<file path="config.mk">
export PLATFORM = sky130hd
export DESIGN_NAME = cache_assoc_wb
export DESIGN_NICKNAME = d
export VERILOG_FILES = /design/src/rtl/cache_pkg.sv /design/src/rtl/cache_lru_age.sv /design/src/rtl/cache_assoc_wb.sv
export SDC_FILE = /design/constraint.sdc
export NUM_CORES = 1
export LEC_CHECK = 0
export ABC_AREA = 1
export BUFFER_PORTS_ARGS = -buffer_cell sky130_fd_sc_hd__buf_2
export CORE_ASPECT_RATIO = 1.2
export CORE_UTILIZATION = 50
export CTS_CLUSTER_DIAMETER = 150
export DETAILED_ROUTE_END_ITERATION = 8
export GPL_ROUTABILITY_DRIVEN = 0
export PLACE_DENSITY_LB_ADDON = 0.15
export REMOVE_ABC_BUFFERS = 1
export SLEW_MARGIN = 20
export SYNTH_ARGS = -nofsm -noshare
export SYNTH_HDL_FRONTEND = slang
export SYNTH_HIERARCHICAL = 1
export SYNTH_SLANG_ARGS = --single-unit
export TNS_END_PERCENT = 1
</file>
<file path="constraint.sdc">
create_clock -name clock -period 1.9 [get_ports clock]
set_input_delay 0.475 -clock clock [delete_from_list [all_inputs] [get_ports clock]]
set_output_delay 0.475 -clock clock [all_outputs]
set_load 0.01 [all_outputs]
</file>
<file path="src/rtl/cache_pkg.sv">
// Shared types for the set-associative write-back cache: controller states
// and the helper that sizes per-way age fields.
package cache_pkg;

  typedef enum logic [2:0] {
    IDLE      = 3'd0,
    TAG       = 3'd1,
    WB        = 3'd2,
    FILL_REQ  = 3'd3,
    FILL_WAIT = 3'd4,
    RESP      = 3'd5
  } state_e;

  function automatic int clog2(input int value);
    int r;
    r = 0;
    for (int i = 0; i < 31; i++) begin
      r = ((32'd1 << i) < value) ? i + 1 : r;
    end
    return r;
  endfunction

endpackage

</file>
<file path="src/rtl/cache_lru_age.sv">
// Next-age vector for one set: the accessed way becomes MRU (age 0) and every
// way that was younger than it ages by one, so ages stay a permutation.
module cache_lru_age #(
  parameter int WAYS  = 2,
  parameter int AGE_W = 1
) (
  input  logic [WAYS*AGE_W-1:0] age_i,
  input  logic [AGE_W-1:0]      way_i,
  output logic [WAYS*AGE_W-1:0] age_o
);

  logic [AGE_W-1:0] old_age_s;
  logic [AGE_W-1:0] cur_age_s;

  always_comb begin
    age_o     = age_i;
    cur_age_s = '0;
    old_age_s = age_i[int'(way_i)*AGE_W +: AGE_W];
    for (int w = 0; w < WAYS; w++) begin
      cur_age_s = age_i[w*AGE_W +: AGE_W];
      if (AGE_W'(w) == way_i) begin
        age_o[w*AGE_W +: AGE_W] = '0;
      end else if (cur_age_s < old_age_s) begin
        age_o[w*AGE_W +: AGE_W] = cur_age_s + AGE_W'(1);
      end else begin
        age_o[w*AGE_W +: AGE_W] = cur_age_s;
      end
    end
  end

endmodule

</file>
<file path="src/rtl/cache_assoc_wb.sv">
// N-way set-associative write-back/write-allocate cache, one word per line.
// Optional statistics counters are built only when CACHE_STATS_EN is defined.
module cache_assoc_wb
  import cache_pkg::*;
#(
  parameter int ADDR_W   = 5,
  parameter int DATA_W   = 5,
  parameter int SET_BITS = 1,
  parameter int WAYS     = 2
) (
  input  logic              clock,
  input  logic              resetn,
  input  logic              req_valid,
  output logic              req_ready,
  input  logic              req_write,
  input  logic [ADDR_W-1:0] req_addr,
  input  logic [DATA_W-1:0] req_wdata,
  output logic              resp_valid,
  output logic [DATA_W-1:0] resp_rdata,
  output logic              resp_hit,
  output logic              mem_req_valid,
  input  logic              mem_req_ready,
  output logic              mem_write,
  output logic [ADDR_W-1:0] mem_addr,
  output logic [DATA_W-1:0] mem_wdata,
  input  logic              mem_rvalid,
  input  logic [DATA_W-1:0] mem_rdata,
  output logic [15:0]       hit_count,
  output logic [15:0]       miss_count,
  output logic [15:0]       wb_count
);

  localparam int TAG_W = ADDR_W - SET_BITS;
  localparam int SETS  = 1 << SET_BITS;
  localparam int AGE_W = clog2(WAYS);

  state_e state_q, state_d;
  logic              wr_q, wr_d;
  logic [ADDR_W-1:0] addr_q, addr_d;
  logic [DATA_W-1:0] wdata_q, wdata_d;
  logic [AGE_W-1:0]  victim_q, victim_d;

  logic                  valid_q [SETS][WAYS];
  logic                  valid_d [SETS][WAYS];
  logic                  dirty_q [SETS][WAYS];
  logic                  dirty_d [SETS][WAYS];
  logic [TAG_W-1:0]      tag_q   [SETS][WAYS];
  logic [TAG_W-1:0]      tag_d   [SETS][WAYS];
  logic [DATA_W-1:0]     data_q  [SETS][WAYS];
  logic [DATA_W-1:0]     data_d  [SETS][WAYS];
  logic [WAYS*AGE_W-1:0] age_q   [SETS];
  logic [WAYS*AGE_W-1:0] age_d   [SETS];

  logic              req_ready_q, req_ready_d;
  logic              resp_valid_q, resp_valid_d;
  logic [DATA_W-1:0] resp_rdata_q, resp_rdata_d;
  logic              resp_hit_q, resp_hit_d;
  logic              mem_req_valid_q, mem_req_valid_d;
  logic              mem_write_q, mem_write_d;
  logic [ADDR_W-1:0] mem_addr_q, mem_addr_d;
  logic [DATA_W-1:0] mem_wdata_q, mem_wdata_d;

  logic [SET_BITS-1:0]   set_s;
  logic [TAG_W-1:0]      tag_s;
  logic [WAYS-1:0]       match_s;
  logic                  hit_s, inv_any_s;
  logic [AGE_W-1:0]      hit_way_s, inv_way_s, lru_way_s, victim_s, acc_way_s;
  logic                  upd_en_s, upd_dirty_s, clean_en_s, touch_en_s;
  logic [DATA_W-1:0]     upd_data_s;
  logic [WAYS*AGE_W-1:0] new_age_s;

  function automatic logic [WAYS*AGE_W-1:0] init_ages();
    logic [WAYS*AGE_W-1:0] v;
    v = '0;
    for (int w = 0; w < WAYS; w++) begin
      v[w*AGE_W +: AGE_W] = AGE_W'(w);
    end
    return v;
  endfunction

  assign set_s = addr_q[SET_BITS-1:0];
  assign tag_s = addr_q[ADDR_W-1:SET_BITS];

  // Hit detection and victim choice: lowest invalid way, otherwise the LRU way.
  always_comb begin
    match_s   = '0;
    hit_way_s = '0;
    inv_way_s = '0;
    lru_way_s = '0;
    inv_any_s = 1'b0;
    for (int w = WAYS - 1; w >= 0; w--) begin
      match_s[w] = valid_q[set_s][w] && (tag_q[set_s][w] == tag_s);
      hit_way_s  = match_s[w] ? AGE_W'(w) : hit_way_s;
      inv_way_s  = !valid_q[set_s][w] ? AGE_W'(w) : inv_way_s;
      inv_any_s  = inv_any_s | !valid_q[set_s][w];
      lru_way_s  = (age_q[set_s][w*AGE_W +: AGE_W] == AGE_W'(WAYS - 1)) ? AGE_W'(w) : lru_way_s;
    end
    hit_s    = |match_s;
    victim_s = inv_any_s ? inv_way_s : lru_way_s;
  end

  cache_lru_age #(
    .WAYS  (WAYS),
    .AGE_W (AGE_W)
  ) u_lru_age (
    .age_i (age_q[set_s]),
    .way_i (acc_way_s),
    .age_o (new_age_s)
  );

  // Controller: next state, line-update requests and next registered outputs.
  always_comb begin
    state_d      = state_q;
    wr_d         = wr_q;
    addr_d       = addr_q;
    wdata_d      = wdata_q;
    victim_d     = victim_q;
    resp_rdata_d = resp_rdata_q;
    resp_hit_d   = resp_hit_q;
    upd_en_s     = 1'b0;
    upd_dirty_s  = 1'b0;
    upd_data_s   = '0;
    clean_en_s   = 1'b0;
    touch_en_s   = 1'b0;
    acc_way_s    = victim_q;
    case (state_q)
      IDLE: begin
        if (req_valid) begin
          wr_d    = req_write;
          addr_d  = req_addr;
          wdata_d = req_wdata;
          state_d = TAG;
        end else begin
          state_d = IDLE;
        end
      end
      TAG: begin
        if (hit_s) begin
          touch_en_s = 1'b1;
          acc_way_s  = hit_way_s;
          resp_hit_d = 1'b1;
          state_d    = RESP;
          if (wr_q) begin
            upd_en_s     = 1'b1;
            upd_dirty_s  = 1'b1;
            upd_data_s   = wdata_q;
            resp_rdata_d = wdata_q;
          end else begin
            resp_rdata_d = data_q[set_s][hit_way_s];
          end
        end else begin
          victim_d   = victim_s;
          acc_way_s  = victim_s;
          resp_hit_d = 1'b0;
          if (valid_q[set_s][victim_s] && dirty_q[set_s][victim_s]) begin
            state_d = WB;
          end else if (!wr_q) begin
            state_d = FILL_REQ;
          end else begin
            // A line is one word, so a write miss installs without a refill.
            upd_en_s     = 1'b1;
            touch_en_s   = 1'b1;
            upd_dirty_s  = 1'b1;
            upd_data_s   = wdata_q;
            resp_rdata_d = wdata_q;
            state_d      = RESP;
          end
        end
      end
      WB: begin
        if (mem_req_ready) begin
          if (wr_q) begin
            upd_en_s     = 1'b1;
            touch_en_s   = 1'b1;
            upd_dirty_s  = 1'b1;
            upd_data_s   = wdata_q;
            resp_rdata_d = wdata_q;
            state_d      = RESP;
          end else begin
            clean_en_s = 1'b1;
            state_d    = FILL_REQ;
          end
        end else begin
          state_d = WB;
        end
      end
      FILL_REQ: begin
        state_d = mem_req_ready ? FILL_WAIT : FILL_REQ;
      end
      FILL_WAIT: begin
        if (mem_rvalid) begin
          upd_en_s     = 1'b1;
          touch_en_s   = 1'b1;
          upd_dirty_s  = 1'b0;
          upd_data_s   = mem_rdata;
          resp_rdata_d = mem_rdata;
          state_d      = RESP;
        end else begin
          state_d = FILL_WAIT;
        end
      end
      RESP: begin
        state_d = IDLE;
      end
      default: begin
        state_d = IDLE;
      end
    endcase

    req_ready_d     = (state_d == IDLE);
    resp_valid_d    = (state_d == RESP);
    mem_req_valid_d = (state_d == WB) || (state_d == FILL_REQ);
    mem_write_d     = (state_d == WB);
    case (state_d)
      WB: begin
        mem_addr_d  = {tag_q[set_s][victim_d], set_s};
        mem_wdata_d = data_q[set_s][victim_d];
      end
      FILL_REQ: begin
        mem_addr_d  = addr_q;
        mem_wdata_d = '0;
      end
      default: begin
        mem_addr_d  = '0;
        mem_wdata_d = '0;
      end
    endcase
  end

  // Line array next values: install/write, writeback clean, and age update.
  always_comb begin
    valid_d = valid_q;
    dirty_d = dirty_q;
    tag_d   = tag_q;
    data_d  = data_q;
    age_d   = age_q;
    if (upd_en_s) begin
      valid_d[set_s][acc_way_s] = 1'b1;
      dirty_d[set_s][acc_way_s] = upd_dirty_s;
      tag_d[set_s][acc_way_s]   = tag_s;
      data_d[set_s][acc_way_s]  = upd_data_s;
    end else if (clean_en_s) begin
      dirty_d[set_s][acc_way_s] = 1'b0;
    end else begin
      dirty_d[set_s] = dirty_q[set_s];
    end
    age_d[set_s] = touch_en_s ? new_age_s : age_q[set_s];
  end

  // State, request latches, line arrays and registered outputs.
  always_ff @(posedge clock) begin
    if (!resetn) begin
      state_q         <= IDLE;
      wr_q            <= 1'b0;
      addr_q          <= '0;
      wdata_q         <= '0;
      victim_q        <= '0;
      req_ready_q     <= 1'b1;
      resp_valid_q    <= 1'b0;
      resp_rdata_q    <= '0;
      resp_hit_q      <= 1'b0;
      mem_req_valid_q <= 1'b0;
      mem_write_q     <= 1'b0;
      mem_addr_q      <= '0;
      mem_wdata_q     <= '0;
      for (int s = 0; s < SETS; s++) begin
        age_q[s] <= init_ages();
        for (int w = 0; w < WAYS; w++) begin
          valid_q[s][w] <= 1'b0;
          dirty_q[s][w] <= 1'b0;
          tag_q[s][w]   <= '0;
          data_q[s][w]  <= '0;
        end
      end
    end else begin
      state_q         <= state_d;
      wr_q            <= wr_d;
      addr_q          <= addr_d;
      wdata_q         <= wdata_d;
      victim_q        <= victim_d;
      req_ready_q     <= req_ready_d;
      resp_valid_q    <= resp_valid_d;
      resp_rdata_q    <= resp_rdata_d;
      resp_hit_q      <= resp_hit_d;
      mem_req_valid_q <= mem_req_valid_d;
      mem_write_q     <= mem_write_d;
      mem_addr_q      <= mem_addr_d;
      mem_wdata_q     <= mem_wdata_d;
      valid_q         <= valid_d;
      dirty_q         <= dirty_d;
      tag_q           <= tag_d;
      data_q          <= data_d;
      age_q           <= age_d;
    end
  end

  assign req_ready     = req_ready_q;
  assign resp_valid    = resp_valid_q;
  assign resp_rdata    = resp_rdata_q;
  assign resp_hit      = resp_hit_q;
  assign mem_req_valid = mem_req_valid_q;
  assign mem_write     = mem_write_q;
  assign mem_addr      = mem_addr_q;
  assign mem_wdata     = mem_wdata_q;

`ifdef CACHE_STATS_EN
  logic [15:0] hit_count_q, hit_count_d;
  logic [15:0] miss_count_q, miss_count_d;
  logic [15:0] wb_count_q, wb_count_d;

  function automatic logic [15:0] sat_inc(input logic [15:0] v);
    return (v == 16'hFFFF) ? v : v + 16'd1;
  endfunction

  // Hit/miss counted while the response is presented; writebacks on handshake.
  always_comb begin
    hit_count_d  = ((state_q == RESP) && resp_hit_q)  ? sat_inc(hit_count_q)  : hit_count_q;
    miss_count_d = ((state_q == RESP) && !resp_hit_q) ? sat_inc(miss_count_q) : miss_count_q;
    wb_count_d   = ((state_q == WB) && mem_req_ready) ? sat_inc(wb_count_q)   : wb_count_q;
  end

  // Statistics registers.
  always_ff @(posedge clock) begin
    if (!resetn) begin
      hit_count_q  <= 16'd0;
      miss_count_q <= 16'd0;
      wb_count_q   <= 16'd0;
    end else begin
      hit_count_q  <= hit_count_d;
      miss_count_q <= miss_count_d;
      wb_count_q   <= wb_count_d;
    end
  end

  assign hit_count  = hit_count_q;
  assign miss_count = miss_count_q;
  assign wb_count   = wb_count_q;
`else
  assign hit_count  = 16'd0;
  assign miss_count = 16'd0;
  assign wb_count   = 16'd0;
`endif

endmodule

</file>
==> summary.txt, run 1 <==
Clock tree
  • Clk buf depth: 2
  • H-tree levels: 3
  • Worst skew pair latency: 370 ps
  • Sink Count: 83
  • Hold Buf Count CTS: 0
  • TritonCTS Buffers: 9
  • CTS root buf: clkbuf_8
  • Clk pin slew, worst setup/hold paths: 90 ps
  • CTS tree: done

Global route
  • Antenna violations before repair: 0
  • Vias in the first global route: approximately 4600
  • GRT Overall Usage: 28.1%
  • Residual overflow from global routing: 0
  • Largest net degree at the start of global routing: 27
  • Global-route wire length before repair: 21.3 mm

STA
  • Worst setup margin: -225 ps
  • RSZ-0062 raised after global routing: yes
  • Worst hold slack: 368 ps
  • Peak Freq: 471 MHz
  • Min cycle time layout: 2120 ps
  • Fin crit share: 112%
  • Layout Skew: 12.0 ps
  • Post-route setup TNS: -8960 ps
  • Max Slew Vio Count: 0
  • Final setup viols: 67
  • Final Hold Fails: 0

Layout
  • FF+latch area: 0.00167 mm²
  • Finished Layout Cells: 943
  • Area growth from synthesis to layout: 30.6%
  • Layout cells sized above 1: ~30%
  • Multi-input logic area: 0.00274 mm²
  • Total inserted antenna cells: 0
  • Fillers: 800
  • Fin nets: 839

Floorplan
  • Die Wd: roughly 90 µm
  • Core Region: around 0.0090 mm²
  • I/O Pins: 89
  • Die height: 107 µm
  • FP Rows: 38
  • Overall die area: 0.00966 mm²
  • Effective utilization at floorplan: between 50% and 60%

Setup path
  • Critical Path Sink Type: register
  • Slowest-stage cell, CP: dfxtp_4
  • CP arrival: 2420 ps
  • CP delay by family, top: simple AND/OR/NAND/NOR gates
  • CP max stage delay: 390 ps
  • Critical path required time: approximately 2200 ps
  • CP Cell Sequence: buf_4 > nand2_1 > nand2_2 > nor2_1 > nor2_4 > nand3_4 > buf_6 > nand3_2 > inv_2 > a21oi_4 > buf_4 > nor2_4 > nand2_1 > a21oi_2
  • CP Buf/Inv Count: 4
  • Worst r2r src: addr_q[0]$_SDFFE_PN0P_
  • CP Class: register to register
  • Crit path launch: addr_q[0]$_SDFFE_PN0P_
  • Crit-path max FO: 5
  • CP startpoint kind: register

Synthesis
  • Number of synthesized flops with an enable pin: 0
  • Register area share after synthesis: approximately 36%
  • Yosys cell types: 36
  • Async SR Flop Fraction: 0%
  • Yosys warning count: 6
  • Post-Syn Area: about 0.0046 mm²
  • Ys flop type: dfxtp_1
  • Post-synthesis area per instance: about 6.7 µm²
  • Cells after synthesis: 691
  • Synth Register Bits: 83

Placed design
  • Pre-CTS setup slack: -412 ps
  • Dpl hpwl: approximately 9.3 mm
  • Dpl cells: 920
  • PortBufs: 40

Run status
  • Failing checks: design-rule violations, negative setup slack
  • Status: finished, violations left

Routing
  • 1st-iter DRT viols: 309
  • Wire per inst: between 10 and 15 µm
  • # DRC: 1
  • Vias per cell: 5.14
  • DR pass1 iterations: 6
  • Final wirelength: around 14 mm
  • Routed Antenna Nets: 0
  • Vias: 4849

Power and ir drop
  • Pwr/cell area: about 1300 mW/mm²
  • Lkg Pwr: between 2 and 3 nW
  • Maximum VDD drop: between 0.6 and 0.7 mV

Hold path
  • Hold Path Class: primary input to register
  • Min-delay src: req_wdata[0]

Run
  • Max cap viols: 0
[stage by stage]
step / instance area, µm² / power [mW] / util, %
after global routing: 6050 / 8.21 / 67.0
after floorplan: 4350 / 4.10 / -
after detailed placement: 5390 / 5.60 / 59.6
after CTS: 5850 / 7.35 / 64.8
final: 6050 / 7.73 / 67.0
after global placement: 5390 / 5.53 / 59.6
[cells by family (layout without fill, tap and decap cells)]
logic type	count (synthesis)	in the layout	share of synthesized area (%)
simple gates	335	338	31.8
buf+inv	140	222	16.2
compound gates	120	120	13.5
flops	83	83	35.9
mux	10	10	2.16
xor+xnor	2	2	0.378
other cells	1	48	0.0809
[sequential cells by signal, summed over array words and instances (netlist names), 3 cells and up]
register and count:
mem_addr 5, mem_wdata 5, state_q 3, tag_q 16, valid_q 4, resp_rdata 5
addr_q 5, dirty_q 4, data_q 20, age_q 4, wdata_q 5
[final cells by class]
type | instances | area share [%]
multi-input cells | 518 | 45.3
flip-flops and latches | 83 | 27.5
repair buffers | 131 | 15.7
inverters | 75 | 5.11
well taps | 120 | 2.48
clock buffers | 10 | 2.27
clock inverters | 6 | 1.55
[final timing paths]
check / end / slack, ps / cells after the start
setup reg to reg: mem_addr[1]$_SDFF_PN0_ / -220 / 14
hold reg to reg: data_q[0]$_SDFFE_PN0P_ / 470 / 2
setup / recovery: mem_addr[1]$_SDFF_PN0_ / -220 / 14
hold / removal: wdata_q[0]$_SDFFE_PN0P_ / 370 / 3
[worst min-delay path, stage by stage]
cell and delay [ps]:
buf_2 80, o21ai_0 70, nor2_1 80
[cells in the final DEF (no fill, tap or decap), types with 10 or more instances in the layout]
master,Yosys,final
clkbuf_8,0,10
nand2_1,166,143
nand2_2,8,25
conb_1,1,48
o21ai_2,0,11
buf_2,1,40
inv_1,63,62
a21oi_1,46,41
mux2i_1,10,10
o21ai_1,18,27
nand3_1,35,33
o21ai_0,45,25
nor2_1,101,94
dfxtp_1,83,82
buf_4,50,82
[report_power, final]
group	switching (mW)	internal, mW
Combinational	2.37	1.61
Sequential	0.217	2.04
Clock	0.702	0.788
Total	3.29	4.44
[synthesized netlist by cell type (all sizes together) (3+ instances only)]
cell | instances | share of area (%)
nand2 | 179 | 16
nor2 | 106 | 9.5
dfxtp | 83 | 36
inv | 74 | 6.2
o21ai | 63 | 6.8
buf | 57 | 9.3
a21oi | 49 | 5.5
nand3 | 42 | 5.5
mux2i | 10 | 2.2
clkbuf | 8 | 0.65
o22ai | 4 | 0.54
nand4 | 3 | 0.41
[per-layer routing]
| layer | global-route usage, % | routed length [µm] | vias to the layer above |
|---|---|---|---|
| met5 | 0 | 0 | - |
| met3 | 4.59 | 684 | 52 |
| met4 | 18.0 | 631 | 0 |
| li1 | - | - | 2355 |
| met2 | 50.7 | 6810 | 186 |
| met1 | 30.9 | 5430 | 2256 |
[timing repair]
action                     in CTS  in global routing
hold endpoints to repair        0                  0
resized for setup              55                 61
pin swaps                      11                 16
setup endpoints to repair      71                 71
cloned                          3                  1
setup buffers                   3                  0
(Power assumes the default switching activity.)
==> run 2, diff against run 1 <==
--- a/config.mk
+++ b/config.mk
@@ -9,6 +9,7 @@
 export BUFFER_PORTS_ARGS = -buffer_cell sky130_fd_sc_hd__buf_2
 export CORE_ASPECT_RATIO = 1.2
 export CORE_UTILIZATION = 50
+export CTS_BUF_LIST = sky130_fd_sc_hd__clkbuf_4 sky130_fd_sc_hd__clkbuf_8 sky130_fd_sc_hd__clkbuf_16
 export CTS_CLUSTER_DIAMETER = 150
 export DETAILED_ROUTE_END_ITERATION = 8
 export GPL_ROUTABILITY_DRIVEN = 0
==> constraint.sdc (replaced) <==
create_clock -name clock -period 2.7 [get_ports clock]
set_input_delay 0.675 -clock clock [delete_from_list [all_inputs] [get_ports clock]]
set_output_delay 0.675 -clock clock [all_outputs]
set_load 0.01 [all_outputs]
==> run 2 against run 1 <==
Compared with the run above: the run now ends clean; cell area is 18% lower; sequential share of layout area is 5.8 points higher; critical path depth is 1 lower; via count is 11% lower; total power is 43% lower; sequential power is 29% lower; highest routed layer unchanged.
==> summary.txt, run 2 (synthesis results as in run 1) <==
Global route
  • Global-route wire length before repair: 19.1 mm (was 21.3 mm)
  • Vias in the first global route: 4048 (was 4625)
  • Antenna violations before repair: 0 (unchanged)
  • Largest net degree at the start of global routing: 29 (was 27)
  • GRT Overall Usage: 25.2% (was 28.1%)
  • Residual overflow from global routing: 0 (unchanged)

Layout
  • Commonest cells after routing, fill and taps aside: nand2_1, nor2_1, dfxtp_1 (was nand2_1, nor2_1, dfxtp_1, buf_4, inv_1)
  • Finished Layout Cells: 860 (was 943)
  • FF+latch area: 0.00166 mm² (was 0.00167 mm²)
  • Layout Utilization: 55.2% (was 67.0%)
  • Multi-input logic area: 0.00240 mm² (was 0.00274 mm²)
  • Total inserted antenna cells: 0 (unchanged)
  • Largest register FFs: 20 (unchanged)
  • Top flop regs: data_q (20), tag_q (16) (unchanged)
  • Layout cells sized above 1: 14.7% (was 29.8%)
  • Commonest non-fill, non-tap cell in the layout: nand2_1 (unchanged)
  • Area growth from synthesis to layout: 7.64% (was 30.6%)
  • Fillers: 908 (was 800)
  • Fin nets: 756 (was 839)
  • Largest reg by FF count: data_q (unchanged)

STA
  • Fin crit share: 90.9% (was 112%)
  • Min cycle time layout: 2450 ps (was 2120 ps)
  • Final Hold Fails: 0 (unchanged)
  • Worst slew pin tran: 492 ps
  • Max Slew Vio Count: 0 (unchanged)
  • Final setup viols: 0 (was 67)
  • Layout Skew: 10.6 ps (was 12.0 ps)
  • Post-route setup TNS: 0 ps (was -8960 ps)
  • Peak Freq: 408 MHz (was 471 MHz)
  • Worst setup margin: 247 ps (was -225 ps)
  • Max_slew headroom: 66.9%
  • RSZ-0062 raised after global routing: no (was yes)

Routing
  • Vias per cell: 5.03 (was 5.14)
  • DR pass1 iterations: 5 (was 6)
  • Final wirelength: 11.7 mm (was 13.6 mm)
  • 1st-iter DRT viols: 308 (was 309)
  • Routed Antenna Nets: 0 (unchanged)
  • # DRC: 0 (was 1)
  • Wire per inst: 13.6 µm (was 14.4 µm)
  • Vias: 4330 (was 4849)

Clock tree
  • Clk buf depth: 2 (unchanged)
  • Sink Count: 83 (unchanged)
  • H-tree levels: 3 (unchanged)
  • Post-CTS sizing: 0 (was 55)
  • Post-CTS Setup Inserts: 0 (was 3)
  • Worst skew pair latency: 370 ps (about the same)
  • CTS root buf: clkbuf_8 (unchanged)
  • CTS tree: done (unchanged)
  • Hold Buf Count CTS: 0 (unchanged)
  • TritonCTS Buffers: 9 (unchanged)
  • Clk pin slew, worst setup/hold paths: 90 ps (about the same)

Power and ir drop
  • Pint: 2.43 mW (was 4.44 mW)
  • Pwr/cell area: 875 mW/mm² (was 1280 mW/mm²)
  • Seq pwr share: 36.7% (was 29.2%)
  • Sw frac: 44.3% (was 42.6%)
  • NetSw: 1.93 mW (was 3.29 mW)
  • Maximum VDD drop: 0.360 mV (was 0.634 mV)
  • Clock share of power: 21.1% (was 19.3%)
  • Part of the power in combinational logic: 42.2% (was 51.5%)
  • Lkg Pwr: 2.43 nW (was 2.94 nW)

Setup path
  • Critical path required time: 3010 ps (was 2200 ps)
  • Critical Path Sink Type: register (unchanged)
  • CP Class: register to register (unchanged)
  • Crit-path max FO: 11 (was 5)
  • CP arrival: 2770 ps (was 2420 ps)
  • CP startpoint kind: register (unchanged)

Floorplan
  • Die height: 107 µm (unchanged)
  • Overall die area: 0.00966 mm² (unchanged)
  • FP Rows: 38 (unchanged)
  • Die Wd: 89.9 µm (unchanged)
  • Core Region: 0.00903 mm² (unchanged)
  • I/O Pins: 89 (unchanged)
  • Effective utilization at floorplan: 51.3% (unchanged)

Placed design
  • PortBufs: 40 (unchanged)
  • Dpl hpwl: 8.59 mm (was 9.26 mm)
  • Dpl cells: 844 (was 920)
  • Pre-CTS setup slack: 285 ps (was -412 ps)

Hold path
  • Hold Path Class: register to register (was primary input to register)

Run
  • Max cap viols: 0 (unchanged)

Run status
  • Status: finished clean (was finished, violations left)
-- run 2: final cells by class --
type,instances,share of cell area [%]
clock buffer,9,2.48
clock inverter,7,1.56
inverter,75,5.80
multi-input combinational,515,48.1
sequential,83,33.3
tap,120,3.01
timing repair buffer,51,5.75
-- run 2: path summary, 6_finish.rpt --
path                                 from                       to  slack, ps  cells past startpoint
setup reg to reg   addr_q[0]$_SDFFE_PN0P_  data_q[16]$_SDFFE_PN0P_        250                     13
setup / recovery   addr_q[0]$_SDFFE_PN0P_  data_q[16]$_SDFFE_PN0P_        250                     13
hold reg to reg   data_q[14]$_SDFFE_PN0P_  data_q[14]$_SDFFE_PN0P_        480                      2
hold / removal    data_q[14]$_SDFFE_PN0P_  data_q[14]$_SDFFE_PN0P_        480                      2
-- run 2: routing by layer --
metal	global-route usage (%)	share of wire, %	vias to the layer above	routed length (µm)
met1	30.3	43	1964	5010
met3	3.60	4.9	33	573
met2	43.0	48	153	5670
met4	15.3	3.8	0	443
li1	-	-	2180	-
met5	0	0	-	0
-- run 2: power by group through the flow --
stage / Sequential, mW / Combinational [mW] / Clock (mW)
2_1_floorplan: 1.64 / 1.24 / 0
3_3_place_gp: 1.62 / 1.79 / 0
3_5_place_dp: 1.62 / 1.82 / 0
4_1_cts: 1.60 / 1.83 / 0.942
5_1_grt: 1.63 / 2.08 / 0.989
6_report: 1.60 / 1.84 / 0.919
-- run 2: worst max-delay path, cell delays in order, from the launching register on --
cell	delay, ps
dfxtp_1	480
buf_4	230
nand2_1	60
o21ai_1	170
nand2_1	90
nor2_1	130
nand3_2	160
nand3_2	170
nand3_4	120
nand2_4	170
nand2_2	190
inv_2	190
nand2_1	90
a21oi_2	130
-- run 2: through the flow --
stage | power, mW | hold slack [ps] | area [µm²]
floorplan | 2.89 | 437 | 4350
detailed placement | 3.45 | 458 | 4780
global placement | 3.42 | 453 | 4780
global route | 4.70 | 488 | 4990
finish | 4.37 | 475 | 4990
CTS | 4.37 | 473 | 4980
==> run 3, diff against run 2 <==
==> constraint.sdc (replaced) <==
create_clock -name clock -period 2.7 [get_ports clock]
set_input_delay 0.81 -clock clock [delete_from_list [all_inputs] [get_ports clock]]
set_output_delay 0.81 -clock clock [all_outputs]
set_load 0.01 [all_outputs]
==> run 3 against run 2 <==
Compared with the run above: the run now ends with design-rule violations left; wire length is 2.1% higher; setup slack improved by 49 ps; flip-flop and latch count did not move; total power grew 0.19%; critical endpoint is now mem_addr[1]$_SDFF_PN0_; largest cell class unchanged.
==> summary.txt, run 3 (synthesis results as in run 1) <==
Run status
  • Status: finished, violations left (was finished clean)
  • Failing checks: design-rule violations

Run
  • Max cap viols: 0 (unchanged)

Setup path
  • Reg2reg path depth: 12 (was 13)
  • CP startpoint kind: register (unchanged)
  • Critical path required time: 2980 ps (was 3010 ps)
  • CP arrival: 2680 ps (was 2770 ps)
  • Crit path launch: addr_q[0]$_SDFFE_PN0P_ (unchanged)
  • Worst r2r src: addr_q[0]$_SDFFE_PN0P_ (unchanged)
  • CP Cell Sequence: buf_4 > buf_4 > o21ai_0 > nor2_1 > nand3_1 > nand2_1 > nand3_2 > nand2_1 > nand3_2 > nor2_2 > nand2_1 > a21oi_1 (was buf_4 > nand2_1 > o21ai_1 > nand2_1 > nor2_1 > nand3_2 > nand3_2 > nand3_4 > nand2_4 > nand2_2 > inv_2 > nand2_1 > a21oi_2)
  • Worst reg2reg endpoint: mem_addr[1]$_SDFF_PN0_ (was data_q[16]$_SDFFE_PN0P_)
  • Crit-path max FO: 12 (was 11)
  • R2R setup slack: 300 ps (was 250 ps)
  • CP max stage delay: 460 ps (was 480 ps)
  • CP most frequent cell: nand2_1 (unchanged)
  • Critical Path Sink Type: register (unchanged)
  • CP Class: register to register (unchanged)
  • Slowest-stage cell, CP: dfxtp_2 (was dfxtp_1)

Power and ir drop
  • Lkg Pwr: 2.44 nW (was 2.43 nW)
  • Pwr Total: 4.37 mW (about the same)
  • NetSw: 1.93 mW (about the same)
  • Clock share of power: 20.8% (was 21.1%)
  • Pint: 2.45 mW (was 2.43 mW)
  • Maximum VDD drop: 0.489 mV (was 0.360 mV)
  • Part of the power in combinational logic: 42.7% (was 42.2%)
  • Seq pwr share: 36.5% (was 36.7%)
  • Pwr/cell area: 875 mW/mm² (about the same)
  • Sw frac: 44.1% (was 44.3%)

Floorplan
  • FP Rows: 38 (unchanged)
  • Die height: 107 µm (unchanged)
  • Core Region: 0.00903 mm² (unchanged)
  • I/O Pins: 89 (unchanged)
  • Effective utilization at floorplan: 51.3% (unchanged)
  • Die Wd: 89.9 µm (unchanged)
  • Overall die area: 0.00966 mm² (unchanged)

Layout
  • Layout Utilization: 55.4% (was 55.2%)
  • Largest register FFs: 20 (unchanged)
  • Area growth from synthesis to layout: 7.97% (was 7.64%)
  • Layout cells sized above 1: 15.1% (was 14.7%)
  • Commonest non-fill, non-tap cell in the layout: nand2_1 (unchanged)
  • Commonest cells after routing, fill and taps aside: nand2_1, nor2_1, dfxtp_1 (unchanged)
  • Largest reg by FF count: data_q (unchanged)
  • Top flop regs: data_q (20), tag_q (16) (unchanged)
  • Fin nets: 757 (was 756)
  • Total inserted antenna cells: 0 (unchanged)

Routing
  • Final wirelength: 11.9 mm (was 11.7 mm)
  • # DRC: 1 (was 0)
  • Wire per inst: 13.9 µm (was 13.6 µm)
  • Routed Antenna Nets: 0 (unchanged)
  • Vias: 4393 (was 4330)
  • 1st-iter DRT viols: 272 (was 308)
  • DR pass1 iterations: 7 (was 5)
  • Vias per cell: 5.10 (was 5.03)

Clock tree
  • TritonCTS Buffers: 9 (unchanged)
  • Clk pin slew, worst setup/hold paths: 90 ps (about the same)
  • H-tree levels: 3 (unchanged)
  • Clk buf depth: 2 (unchanged)
  • Worst skew pair latency: 360 ps (was 370 ps)
  • CTS tree: done (unchanged)
  • Sink Count: 83 (unchanged)
  • Post-CTS Setup Inserts: 0 (unchanged)
  • CTS root buf: clkbuf_8 (unchanged)

STA
  • RSZ-0062 raised after global routing: no (unchanged)
  • Max Slew Vio Count: 0 (unchanged)
  • Layout Skew: 8.19 ps (was 10.6 ps)
  • Fin crit share: 89.0% (was 90.9%)
  • Post-route setup TNS: 0 ps (unchanged)
  • Max_slew headroom: 65.3% (was 66.9%)
  • Peak Freq: 416 MHz (was 408 MHz)
  • Final setup viols: 0 (unchanged)
  • Final Hold Fails: 0 (unchanged)
  • Min cycle time layout: 2400 ps (was 2450 ps)
  • Worst slew pin tran: 515 ps (was 492 ps)

Global route
  • Antenna violations before repair: 0 (unchanged)
  • Vias in the first global route: 3988 (was 4048)
  • Residual overflow from global routing: 0 (unchanged)
  • Global-route wire length before repair: 19.4 mm (was 19.1 mm)
  • GRT Overall Usage: 25.6% (was 25.2%)
  • Largest net degree at the start of global routing: 22 (was 29)

Hold path
  • Hold Path Class: register to register (unchanged)
  • Worst Hold Depth: 2 (unchanged)
  • WHS Endpoint: data_q[6]$_SDFFE_PN0P_ (was data_q[14]$_SDFFE_PN0P_)
  • Min-delay src: data_q[6]$_SDFFE_PN0P_ (was data_q[14]$_SDFFE_PN0P_)

Placed design
  • PortBufs: 40 (unchanged)
  • Dpl hpwl: 8.76 mm (was 8.59 mm)
## run 3: area by class of cell
class | count | area, µm²
Fill cell | 942 | 4030
Multi-Input combinational cell | 515 | 2400
Sequential cell | 83 | 1660
Timing Repair Buffer | 52 | 303
Inverter | 75 | 289
Tap cell | 120 | 150
Clock buffer | 10 | 131
Clock inverter | 6 | 63.8
## run 3: layer usage
layer  up-vias  GRT usage, %  part of all wire (%)
met5         -             0                     0
met4         0          16.0                   4.4
met3        31          2.90                   4.7
met2       157          43.6                    48
met1      2019          31.1                    43
li1       2186             -                     -
## run 3: what timing repair did
action	CTS	global route
gates resized for setup	0	3
setup endpoints to repair	0	22
hold buffers	0	0
## run 3: worst max-delay path: cells and delay by family (launching register included)
family	cells	cell delay, ps
AO/OA/AOI/OAI	2	300
buffers and inverters	2	410
flip-flops	1	460
AND/OR/NAND/NOR	8	1120
## run 3: power by group through the flow
stage               registers [mW]  logic, mW  clock network [mW]
finish                        1.60       1.87               0.909
global route                  1.62       2.10               0.975
CTS                           1.59       1.85               0.929
detailed placement            1.62       1.84                   0
global placement              1.62       1.81                   0
floorplan                     1.64       1.24                   0
## run 3: worst max path at each step
stage                                   endpoint  cells after the start
after floorplan           data_q[2]$_SDFFE_PN0P_                     15
after global placement    mem_addr[4]$_SDFF_PN0_                     12
after detailed placement  mem_addr[4]$_SDFF_PN0_                     12
after CTS                 mem_addr[1]$_SDFF_PN0_                     12
after global routing      tag_q[15]$_SDFFE_PN0P_                     13
final                     mem_addr[1]$_SDFF_PN0_                     12
## run 3: metrics by stage
stage	cell area, µm²	setup WS, ps	std cells	hold WS [ps]
after floorplan	4350	-211	673	437
after global placement	4800	187	845	453
after detailed placement	4800	138	845	459
after CTS	4990	132	861	473
after global routing	5000	95.3	861	490
final	5000	296	861	471
